==> src/rtl/range_sum_unit_if.sv <==
// Handshake and operand bundle for range_sum_unit.
// The requester drives the job and takes the result; the unit sits on the slave side.
interface range_sum_unit_if #(
  parameter int unsigned SUM_W = 16,
  parameter int unsigned CNT_W = 8
);
  logic             start;
  logic [CNT_W-1:0] first;
  logic [CNT_W-1:0] last;
  logic [CNT_W-1:0] step;
  logic             sat_en;
  logic             busy;
  logic             out_valid;
  logic             out_ready;
  logic [SUM_W-1:0] out_sum;
  logic             ovf;

  modport master (
    output start, first, last, step, sat_en, out_ready,
    input  busy, out_valid, out_sum, ovf
  );

  modport slave (
    input  start, first, last, step, sat_en, out_ready,
    output busy, out_valid, out_sum, ovf
  );
endinterface

==> src/rtl/range_sum_unit.sv <==
// Sums the arithmetic range first, first+step, ... <= last, one term per clock,
// with optional saturation and a sticky overflow flag.
module range_sum_unit #(
  parameter int unsigned SUM_W = 16,
  parameter int unsigned CNT_W = 8
) (
  input  logic             clk,
  input  logic             rst,
  range_sum_unit_if.slave  bus
);

  localparam int unsigned AddW = ((SUM_W > CNT_W) ? SUM_W : CNT_W) + 1;

  typedef enum logic [1:0] {StIdle, StRun, StDone} state_e;

  state_e           r_state;
  logic [CNT_W-1:0] r_n;
  logic [CNT_W-1:0] r_last;
  logic [CNT_W-1:0] r_step;
  logic             r_sat;
  logic             r_stop;
  logic [SUM_W-1:0] r_sum;
  logic             r_ovf;
  logic             r_busy;
  logic             r_valid;

  logic [CNT_W-1:0] w_step;
  logic [CNT_W:0]   w_n_next;
  logic [AddW-1:0]  w_add;
  logic             w_carry;

  assign w_step   = (r_step == '0) ? CNT_W'(1) : r_step;
  assign w_n_next = {1'b0, r_n} + {1'b0, w_step};
  assign w_add    = AddW'(r_sum) + AddW'(r_n);
  // Any bit at or above SUM_W means the true sum no longer fits the accumulator.
  assign w_carry  = |w_add[AddW-1:SUM_W];

  always_ff @(posedge clk or posedge rst) begin
    if (rst) begin
      r_state <= StIdle;
      r_n     <= '0;
      r_last  <= '0;
      r_step  <= '0;
      r_sat   <= 1'b0;
      r_stop  <= 1'b0;
      r_sum   <= '0;
      r_ovf   <= 1'b0;
      r_busy  <= 1'b0;
      r_valid <= 1'b0;
    end else begin
      unique case (r_state)
        StIdle: begin
          if (bus.start) begin
            r_n     <= bus.first;
            r_last  <= bus.last;
            r_step  <= bus.step;
            r_sat   <= bus.sat_en;
            r_stop  <= 1'b0;
            r_sum   <= '0;
            r_ovf   <= 1'b0;
            r_busy  <= 1'b1;
            r_state <= StRun;
          end
        end
        StRun: begin
          if (r_stop || (r_n > r_last)) begin
            r_valid <= 1'b1;
            r_state <= StDone;
          end else begin
            if (w_carry) begin
              r_ovf <= 1'b1;
            end
            r_sum <= (w_carry && r_sat) ? '1 : w_add[SUM_W-1:0];
            // A counter carry means this was the last term; n is left unwrapped.
            if (w_n_next[CNT_W]) begin
              r_stop <= 1'b1;
            end else begin
              r_n <= w_n_next[CNT_W-1:0];
            end
          end
        end
        StDone: begin
          if (bus.out_ready) begin
            r_valid <= 1'b0;
            r_busy  <= 1'b0;
            r_state <= StIdle;
          end
        end
        default: r_state <= StIdle;
      endcase
    end
  end

  assign bus.busy      = r_busy;
  assign bus.out_valid = r_valid;
  assign bus.out_sum   = r_sum;
  assign bus.ovf       = r_ovf;

endmodule

==> src/flat_wrapper.sv <==
// flat-port wrapper written by rule: the top's interface ports become plain ports
module range_sum_unit_flat 
#(
  parameter int unsigned SUM_W = 16,
  parameter int unsigned CNT_W = 8
)
  (clk, rst, bus_start, bus_first, bus_last, bus_step, bus_sat_en, bus_out_ready, bus_busy, bus_out_valid, bus_out_sum, bus_ovf);
  range_sum_unit_if #(.SUM_W(SUM_W), .CNT_W(CNT_W)) bus_i ();
  input  logic clk;
  input  logic rst;
  input wire logic [$bits(bus_i.start)-1:0] bus_start;
  input wire logic [$bits(bus_i.first)-1:0] bus_first;
  input wire logic [$bits(bus_i.last)-1:0] bus_last;
  input wire logic [$bits(bus_i.step)-1:0] bus_step;
  input wire logic [$bits(bus_i.sat_en)-1:0] bus_sat_en;
  input wire logic [$bits(bus_i.out_ready)-1:0] bus_out_ready;
  output wire logic [$bits(bus_i.busy)-1:0] bus_busy;
  output wire logic [$bits(bus_i.out_valid)-1:0] bus_out_valid;
  output wire logic [$bits(bus_i.out_sum)-1:0] bus_out_sum;
  output wire logic [$bits(bus_i.ovf)-1:0] bus_ovf;
  assign bus_i.start = bus_start;
  assign bus_i.first = bus_first;
  assign bus_i.last = bus_last;
  assign bus_i.step = bus_step;
  assign bus_i.sat_en = bus_sat_en;
  assign bus_i.out_ready = bus_out_ready;
  assign bus_busy = bus_i.busy;
  assign bus_out_valid = bus_i.out_valid;
  assign bus_out_sum = bus_i.out_sum;
  assign bus_ovf = bus_i.ovf;
  range_sum_unit #(.SUM_W(SUM_W), .CNT_W(CNT_W)) u_core (.clk(clk), .rst(rst), .bus(bus_i));
endmodule
==> config.mk <==
export PLATFORM = sky130hd
export DESIGN_NAME = range_sum_unit_flat
export DESIGN_NICKNAME = d
export VERILOG_FILES = /design/src/rtl/range_sum_unit_if.sv /design/src/rtl/range_sum_unit.sv /design/src/flat_wrapper.sv
export SDC_FILE = /design/constraint.sdc
export NUM_CORES = 1
export LEC_CHECK = 0
export CAP_MARGIN = 25
export CORE_UTILIZATION = 54
export DETAILED_ROUTE_END_ITERATION = 6
export PLACE_DENSITY = 0.76
export SYNTH_ARGS = -nofsm -noshare
export SYNTH_HDL_FRONTEND = slang
export SYNTH_SLANG_ARGS = --single-unit
==> constraint.sdc <==
create_clock -name clk -period 3.3 [get_ports clk]
set_input_delay 0.825 -clock clk [delete_from_list [all_inputs] [get_ports clk]]
set_output_delay 0.825 -clock clk [all_outputs]
set_load 0.02 [all_outputs]
==> impl_metrics.toml, run 1 <==
[run_status]
status = "finished, final reports clean"

[final_layout]
area_growth_pct = 21.2
layout-drive-gt1-share = 0.0735
final_util = 0.699
final_cells = 451
nets = 435
n_antenna_cell = 0

[pwr]
p_leak_uw = 0.00174
irDropWorstVdd_v = 0.000202
p_per_area_nw_per_um2 = 306

[critical_path]
critPathTopFamily = "compound AO/OA/AOI/OAI gates"
crit_type = "register to register"
start_kind = "register"
cpMaxStageDelayCell = "dfrtp_1"
path_cells = "nor4_1 > a21o_1 > ha_1 > inv_1 > fa_1 > nor2b_1 > o31ai_1 > a21oi_1 > nor2_1 > o22ai_4 > mux2_4"
cp_data_arrival_time_ns = 3.01
end_kind = "register"
crit_path_max_fanout = 8
required_ns = 3.50
crit_buf_inv = 1
max_stage_delay_ns = 0.42

[synth]
synthTopCellsByCount = "nand2_1 (58), dfrtp_1 (47), a21oi_1 (33)"
ys_types = 48
synthCells = 337
synth_edf_count = 0
synth_fp_nets = 392
yosysMostFrequentCell = "nand2_1"
avgSynthCellArea_sq_um = 9.02
ys.flop_type = "dfrtp_1"
synth_area_leaders = "dfrtp_1 (39%), ha_1 (9.9%), nand2_1 (7.2%)"
ys.warnings.count = 0
yosysSeqAreaShare = 0.387
yosysTopAreaCell = "dfrtp_1"
async_reset_ff_frac = 1.00
netlist_area_sq_um = 3040
ys_ff_latch = 47
synth_top_area_frac = 0.387

[global_route]
grt_pass1_vias = 2453
grt_first_pass_wirelength_mm = 11.6
overflow = 0
antenna_found_initial = 0
gr-usage-all-layers = 0.250
grt_max_degree = 32

[timing]
finalSetupTns_ns = 0
holdWs_ns = 0.502
tightest_slew_ns = 0.488
setup_slack_ns = 0.488
timing.fmax_ghz = 0.356
skew_ns = 0.00366
rsz0062_at_grt = "no"
drv_slew = 0
period_minus_slack_ns = 2.81
hold_violations = 0
final-setup-viol-count = 0
relSlewSlack = 0.671
period_share = 0.852

[drt]
finalWirelength_mm = 6.90
first_pass_iters = 4
ant_nets = 0
avgViaCountPerCell = 5.70
drcViolationCount = 0
drt_iter0_markers = 149
via_count = 2569
post_drt_wl_per_cell_um = 15.3

[die]
ios = 48
num_rows = 26
die_area_sq_um = 5930
start_util = 0.577
die_h_um = 77.0
die_w_um = 77.0
design.core.area_sq_um = 5270

[clock_network]
hold_buffers = 0
path_clk_slew_ns = 0.09
cts_setup_buffers = 0
clk_latency_ns = 0.30
cts_root_buf = "clkbuf_8"
post_cts_resized = 0
cts_tree = "yes"
cts.sinks = 47
numCtsBuffers = 5
cts.htree.levels = 2
clk_path_buf_depth = 2

[placement]
place_congestion = 0.867
placed_cells = 443
dp_hpwl_mm = 5.03
port_buffers = 47
pre_cts_slack_ns = 0.511

[worst_hold_path]
hold_path_class = "register to register"

[flow_run]
drv_cap = 0
routing by layer:
| metal | up-vias | GRT usage | part of all wire |
|---|---|---|---|
| met5 | - | 0 | 0 |
| li1 | 1286 | - | - |
| met3 | 13 | 0.0393 | 0.048 |
| met4 | 0 | 0.0830 | 0.020 |
| met2 | 70 | 0.396 | 0.45 |
| met1 | 1200 | 0.351 | 0.48 |
state kept, by name (all words and copies together) (netlist names), 2 cells and up:
register	cells
u_core.r_state	2
u_core.bus.out_sum	16
u_core.r_last	8
u_core.r_n	8
u_core.r_step	8
final timing paths:
kind | from | end | slack, ns | depth (start not counted)
max reg2reg | u_core.r_step[6]$_DFFE_PP0P_ | u_core.r_n[3]$_DFFE_PP0P_ | 0.49 | 11
min in group asynchronous | rst | u_core.r_last[6]$_DFFE_PP0P_ | 0.79 | 2
max in group asynchronous | rst | u_core.r_step[6]$_DFFE_PP0P_ | 1.80 | 3
min reg2reg | u_core.r_sat$_DFFE_PP0P_ | u_core.r_sat$_DFFE_PP0P_ | 0.50 | 2
min | u_core.r_sat$_DFFE_PP0P_ | u_core.r_sat$_DFFE_PP0P_ | 0.50 | 2
max | u_core.r_step[6]$_DFFE_PP0P_ | u_core.r_n[3]$_DFFE_PP0P_ | 0.49 | 11
stage by stage:
stage	area, sq um	power (uW)
2_1_floorplan	3040	596
3_3_place_gp	3550	634
3_5_place_dp	3550	634
4_1_cts	3680	1130
5_1_grt	3680	1160
6_report	3680	1130
cell type report:
cell class / instances / area (sq um)
multi-input cells: 255 / 1720
fillers: 439 / 1590
flip-flops and latches: 47 / 1180
repair buffers: 50 / 493
well taps: 70 / 87.6
inverters: 21 / 78.8
clock buffers: 6 / 72.6
clock inverters: 2 / 60.1
cell usage in the layout (no fill, tap or decap), types with 4 or more instances in the layout:
cell type         n
nand4_1           6
nor2_1           13
a21o_1            6
o21a_1            5
xnor2_1           6
o211ai_1          5
nand2_1          58
clkbuf_8          5
o21ai_0          19
mux2_4            5
and4_1            4
xor2_1            4
clkdlybuf4s50_1  47
a31oi_1           4
inv_1            19
nor3_1           13
dfrtp_1          47
a21oi_1          33
ha_1             24
mux2i_1           7
logic make-up (layout without fill, tap and decap cells):
group,after synthesis,after routing,share of synthesized area
mux,12,12,0.0478
compound gates,93,93,0.198
fa+ha+maj,26,26,0.112
simple gates,114,114,0.179
buf+inv,35,79,0.0482
xor+xnor,10,10,0.0288
flops,47,47,0.387
worst reg2reg max path, stage by stage, from the launching register on:
cell     delay [ns]
dfrtp_1        0.42
nor4_1         0.27
a21o_1         0.16
ha_1           0.18
inv_1          0.06
fa_1           0.39
nor2b_1        0.17
o31ai_1        0.13
a21oi_1        0.16
nor2_1         0.10
o22ai_4        0.33
mux2_4         0.34
report_power, final:
part | switching [uW] | leakage, uW | internal [uW] | total, uW
Combinational | 16.5 | 0.00113 | 30.0 | 46.5
Clock | 202 | 0.0000654 | 303 | 505
Sequential | 0 | 0.000536 | 575 | 575
(Power assumes the default switching activity.)
==> inputs of run 2 (changes only) <==
CORE_MARGIN = 10   (was unset)
GPL_TIMING_DRIVEN = 0   (was unset)
==> impl_metrics.toml, run 2 (same netlist as run 1, synthesis figures left out) <==
[placement]
port_buffers = 47
place_congestion = 0.918
placed_cells = 457
pre_cts_slack_ns = 0.376
dp_hpwl_mm = 5.85
place_area_sq_um = 3620

[clock_network]
clk_path_buf_depth = 2
post_cts_resized = 0
cts_setup_buffers = 0
cts.sinks = 47
numCtsBuffers = 5
hold_buffers = 0
cts_root_buf = "clkbuf_8"
cts.htree.levels = 2
path_clk_slew_ns = 0.09
clk_latency_ns = 0.30
cts_tree = "yes"

[worst_hold_path]
hold_path_class = "register to register"
whs_path_depth = 2

[timing]
drv_slew = 0
period_minus_slack_ns = 2.95
hold_violations = 0
final-setup-viol-count = 0
skew_ns = 0.00637
tightest_slew_ns = 0.555
rsz0062_at_grt = "no"
relSlewSlack = 0.627
timing.fmax_ghz = 0.339
setup_slack_ns = 0.352
finalSetupTns_ns = 0
period_share = 0.893

[drt]
via_count = 2658
avgViaCountPerCell = 5.72
post_drt_wl_per_cell_um = 16.6
drt_iter0_markers = 195
finalWirelength_mm = 7.72
first_pass_iters = 4
ant_nets = 0
drcViolationCount = 0

[global_route]
grt_first_pass_wirelength_mm = 12.9
gr-usage-all-layers = 0.180
grt_pass1_vias = 2624
overflow = 0
grt_max_degree = 33
antenna_found_initial = 0

[pwr]
switching_share = 0.202
switchingPower_uw = 216
seqPwrFrac = 0.538
power.total_uw = 1070
internal_power_uw = 852
power_frac_comb = 0.046
p_leak_uw = 0.00175
clkPwrFrac = 0.416
irDropWorstVdd_v = 0.000182
p_per_area_nw_per_um2 = 286

[critical_path]
start_kind = "register"
r2r_cells = 11
required_ns = 3.50
end_kind = "register"
crit_type = "register to register"
max_stage_delay_ns = 0.43
cpMaxStageDelayCell = "dfrtp_1"
crit_path_max_fanout = 8
cp_data_arrival_time_ns = 3.15
path_cells = "nor4_1 > a21o_1 > ha_1 > inv_1 > fa_1 > nor2b_1 > o31ai_1 > a21oi_1 > nor2_1 > o22ai_4 > mux2_4"

[die]
start_util = 0.555
die_area_sq_um = 9030
ios = 48
die_w_um = 95.0
die_h_um = 95.0
num_rows = 27
design.core.area_sq_um = 5470

[final_layout]
final_common_cell = "nand2_1"
final_area_sq_um = 3740
fillers = 463
final_cells = 465
layout-drive-gt1-share = 0.0738
area_growth_pct = 23.0
regArea_sq_um = 1180
largest_register_ffs = 16
nets = 447
final_cell_mix = "nand2_1 (58), clkdlybuf4s50_1 (47), dfrtp_1 (47)"
n_antenna_cell = 0
multi_input_area_sq_um = 1720

[flow_run]
drv_cap = 0

[run_status]
status = "finished, final reports clean"
[run 2: changes by cell type in the layout (fill, tap and decap cells not counted)]
cell	previous run	this run
clkbuf_1	1	12
buf_4	3	0
buf_6	0	2
buf_12	0	1
bufinv_16	2	1
clkbuf_8	5	6
clkinv_2	0	1
[run 2: power by group through the flow]
stage / Combinational [uW] / Sequential (uW) / Clock [uW]
final: 48.8 / 575 / 444
after global routing: 53.7 / 575 / 473
after CTS: 50.1 / 575 / 455
after detailed placement: 49.7 / 587 / 0
after global placement: 46.4 / 587 / 0
after floorplan: 9.10 / 587 / 0
[run 2: metal layers]
layer,global-route usage,share of wire,up-vias
li1,-,-,1307
met1,0.248,0.45,1257
met2,0.269,0.45,83
met3,0.0432,0.084,11
met4,0.0611,0.014,0
met5,0,0,-
[run 2: layout make-up]
| type | instances | area share |
|---|---|---|
| clock buffer | 6 | 0.0221 |
| tap | 72 | 0.0241 |
| buffer | 14 | 0.0181 |
| clock inverter | 2 | 0.00937 |
| inverter | 21 | 0.0211 |
| sequential | 47 | 0.315 |
| timing repair buffer | 48 | 0.131 |
| multi-input combinational | 255 | 0.459 |
[run 2: stage by stage]
step / utilization / hold slack (ns)
after CTS: 0.683 / 0.488
after floorplan: - / 0.437
final: 0.683 / 0.482
after global routing: 0.683 / 0.531
after global placement: 0.658 / 0.464
after detailed placement: 0.661 / 0.467
[run 2: path summary, 6_finish.rpt]
kind | slack (ns) | end | start
min in group asynchronous | 0.80 | u_core.r_last[7]$_DFFE_PP0P_ | rst
hold reg to reg | 0.48 | u_core.r_step[0]$_DFFE_PP0P_ | u_core.r_step[0]$_DFFE_PP0P_
max in group asynchronous | 2.01 | u_core.bus.out_sum[1]$_DFFE_PP0P_ | rst
setup / recovery | 0.35 | u_core.r_n[7]$_DFFE_PP0P_ | u_core.r_step[6]$_DFFE_PP0P_
setup reg to reg | 0.35 | u_core.r_n[7]$_DFFE_PP0P_ | u_core.r_step[6]$_DFFE_PP0P_
hold / removal | 0.48 | u_core.r_step[0]$_DFFE_PP0P_ | u_core.r_step[0]$_DFFE_PP0P_
[run 2: worst max-delay path, delay by kind of cell (launching register included)]
family                     cells  cell delay, ns
AOI/OAI and AO/OA              4            0.84
adders and majority gates      2            0.59
and+or+nand+nor                3            0.59
DFF                            1            0.43
muxes                          1            0.34
buffers and inverters          1            0.07
==> inputs of run 3 (changes only) <==
CTS_CLUSTER_SIZE = 30   (was unset)
RECOVER_POWER = 50   (was unset)
==> impl_metrics.toml, run 3 (same netlist as run 1, synthesis figures left out) <==
[global_route]
antenna_found_initial = 0
grt_pass1_vias = 2624
gr-usage-all-layers = 0.180
grt_first_pass_wirelength_mm = 12.9
overflow = 0
grt_max_degree = 33

[critical_path]
crit_buf_inv = 1
crit_path_max_fanout = 8
end_kind = "register"
r2r_cells = 11
crit_cells = 11
required_ns = 3.50
path_cells = "nor4_1 > a21o_1 > ha_1 > inv_1 > fa_1 > nor2b_1 > o31ai_1 > a21oi_1 > nor2_1 > o22ai_4 > mux2_4"
cp_data_arrival_time_ns = 3.15
start_kind = "register"
cpMaxStageDelayCell = "dfrtp_1"
critPathTopFamily = "compound AO/OA/AOI/OAI gates"
crit_type = "register to register"
max_stage_delay_ns = 0.43

[drt]
via_count = 2689
routed.top_layer = "met4"
ant_nets = 0
finalWirelength_mm = 7.78
met2_length_mm = 3.48
post_drt_wl_per_cell_um = 16.7
drt_iter0_markers = 199
drcViolationCount = 0
wl_met3_um = 595
first_pass_iters = 4
avgViaCountPerCell = 5.78
wl_met1_mm = 3.57

[clock_network]
cts_setup_buffers = 0
clk_latency_ns = 0.30
post_cts_resized = 0
clk_path_buf_depth = 2
path_clk_slew_ns = 0.09
hold_buffers = 0
cts.htree.levels = 2
numCtsBuffers = 5
cts.sinks = 47
cts_tree = "yes"
cts_root_buf = "clkbuf_8"

[timing]
tightest_slew_ns = 1.46
rsz0062_at_grt = "no"
finalSetupTns_ns = 0
timing.fmax_ghz = 0.338
period_minus_slack_ns = 2.96
skew_ns = 0.00539
drv_slew = 0
relSlewSlack = 0.0245
hold_violations = 0
final-setup-viol-count = 0
setup_slack_ns = 0.345
period_share = 0.896

[final_layout]
largest_register_ffs = 16
layout-drive-gt1-share = 0.0662
nets = 447
fillers = 466
final_util = 0.681
n_antenna_cell = 0
final_area_sq_um = 3720
final_common_cell = "nand2_1"
area_growth_pct = 22.6
final_cell_mix = "nand2_1 (58), dfrtp_1 (47), clkdlybuf4s50_1 (40)"

[placement]
dp_hpwl_mm = 5.85
place_congestion = 0.918
place_area_sq_um = 3620
pre_cts_slack_ns = 0.376
port_buffers = 47

[die]
die_h_um = 95.0
num_rows = 27
die_w_um = 95.0
ios = 48
design.core.area_sq_um = 5470
start_util = 0.555
die_area_sq_um = 9030

[worst_hold_path]
hold_path_class = "register to register"
whs_path_depth = 2

[pwr]
p_leak_uw = 0.00176
p_per_area_nw_per_um2 = 286
irDropWorstVdd_v = 0.000182
power.total_uw = 1070

[flow_run]
drv_cap = 0

[run_status]
status = "finished, final reports clean"
run 3: cell types whose count changed in the layout (fill, tap and decap cells not counted):
| cell | previous run | this run |
|---|---|---|
| dlygate4sd3_1 | 0 | 7 |
| a211oi_2 | 1 | 0 |
| inv_2 | 2 | 1 |
| buf_12 | 1 | 0 |
| inv_1 | 19 | 20 |
| clkdlybuf4s50_1 | 47 | 40 |
| dlymetal6s2s_1 | 0 | 1 |
| a211oi_1 | 3 | 4 |
run 3: layout make-up:
cell class	count	area, sq um	area share
sequential	47	1180	0.316
tap	72	90.1	0.0242
multi-input combinational	255	1710	0.460
buffer	14	67.6	0.0181
clock inverter	2	35.0	0.00941
inverter	21	78.8	0.0212
clock buffer	6	82.6	0.0222
timing repair buffer	48	483	0.130
run 3: through the flow:
step | instances | hold WS, ns
4_1_cts | 465 | 0.488
3_3_place_gp | 456 | 0.464
2_1_floorplan | 337 | 0.437
3_5_place_dp | 457 | 0.467
6_report | 465 | 0.481
5_1_grt | 465 | 0.531
run 3: report_power, final:
group          internal, uW  total [uW]  leakage [uW]  switching [uW]
Combinational          29.6        46.5       0.00116            16.9
Sequential              575         575      0.000536               0
Clock                   245         445     0.0000612             199
Total                   850        1070       0.00176             216
run 3: layer usage:
| layer | up-vias | track usage |
|---|---|---|
| met5 | - | 0 |
| met3 | 10 | 0.0432 |
| met1 | 1289 | 0.248 |
| met4 | 0 | 0.0611 |
| li1 | 1308 | - |
| met2 | 82 | 0.269 |
run 3: final timing paths:
| kind | from | endpoint | slack [ns] |
|---|---|---|---|
| max in group asynchronous | rst | u_core.bus.out_sum[1]$_DFFE_PP0P_ | 0.49 |
| hold reg to reg | u_core.r_step[0]$_DFFE_PP0P_ | u_core.r_step[0]$_DFFE_PP0P_ | 0.48 |
| setup / recovery | u_core.r_step[6]$_DFFE_PP0P_ | u_core.r_n[7]$_DFFE_PP0P_ | 0.34 |
| min in group asynchronous | rst | u_core.bus.busy$_DFFE_PP0P_ | 1.02 |
| hold / removal | u_core.r_step[0]$_DFFE_PP0P_ | u_core.r_step[0]$_DFFE_PP0P_ | 0.48 |
| setup reg to reg | u_core.r_step[6]$_DFFE_PP0P_ | u_core.r_n[7]$_DFFE_PP0P_ | 0.34 |
run 3: worst register-to-register path, cell delays in order (launching register included):
cell and delay [ns]:
dfrtp_1 0.43, nor4_1 0.29, a21o_1 0.16, ha_1 0.19
inv_1 0.07, fa_1 0.40, nor2b_1 0.20, o31ai_1 0.16
a21oi_1 0.17, nor2_1 0.10, o22ai_4 0.35, mux2_4 0.34
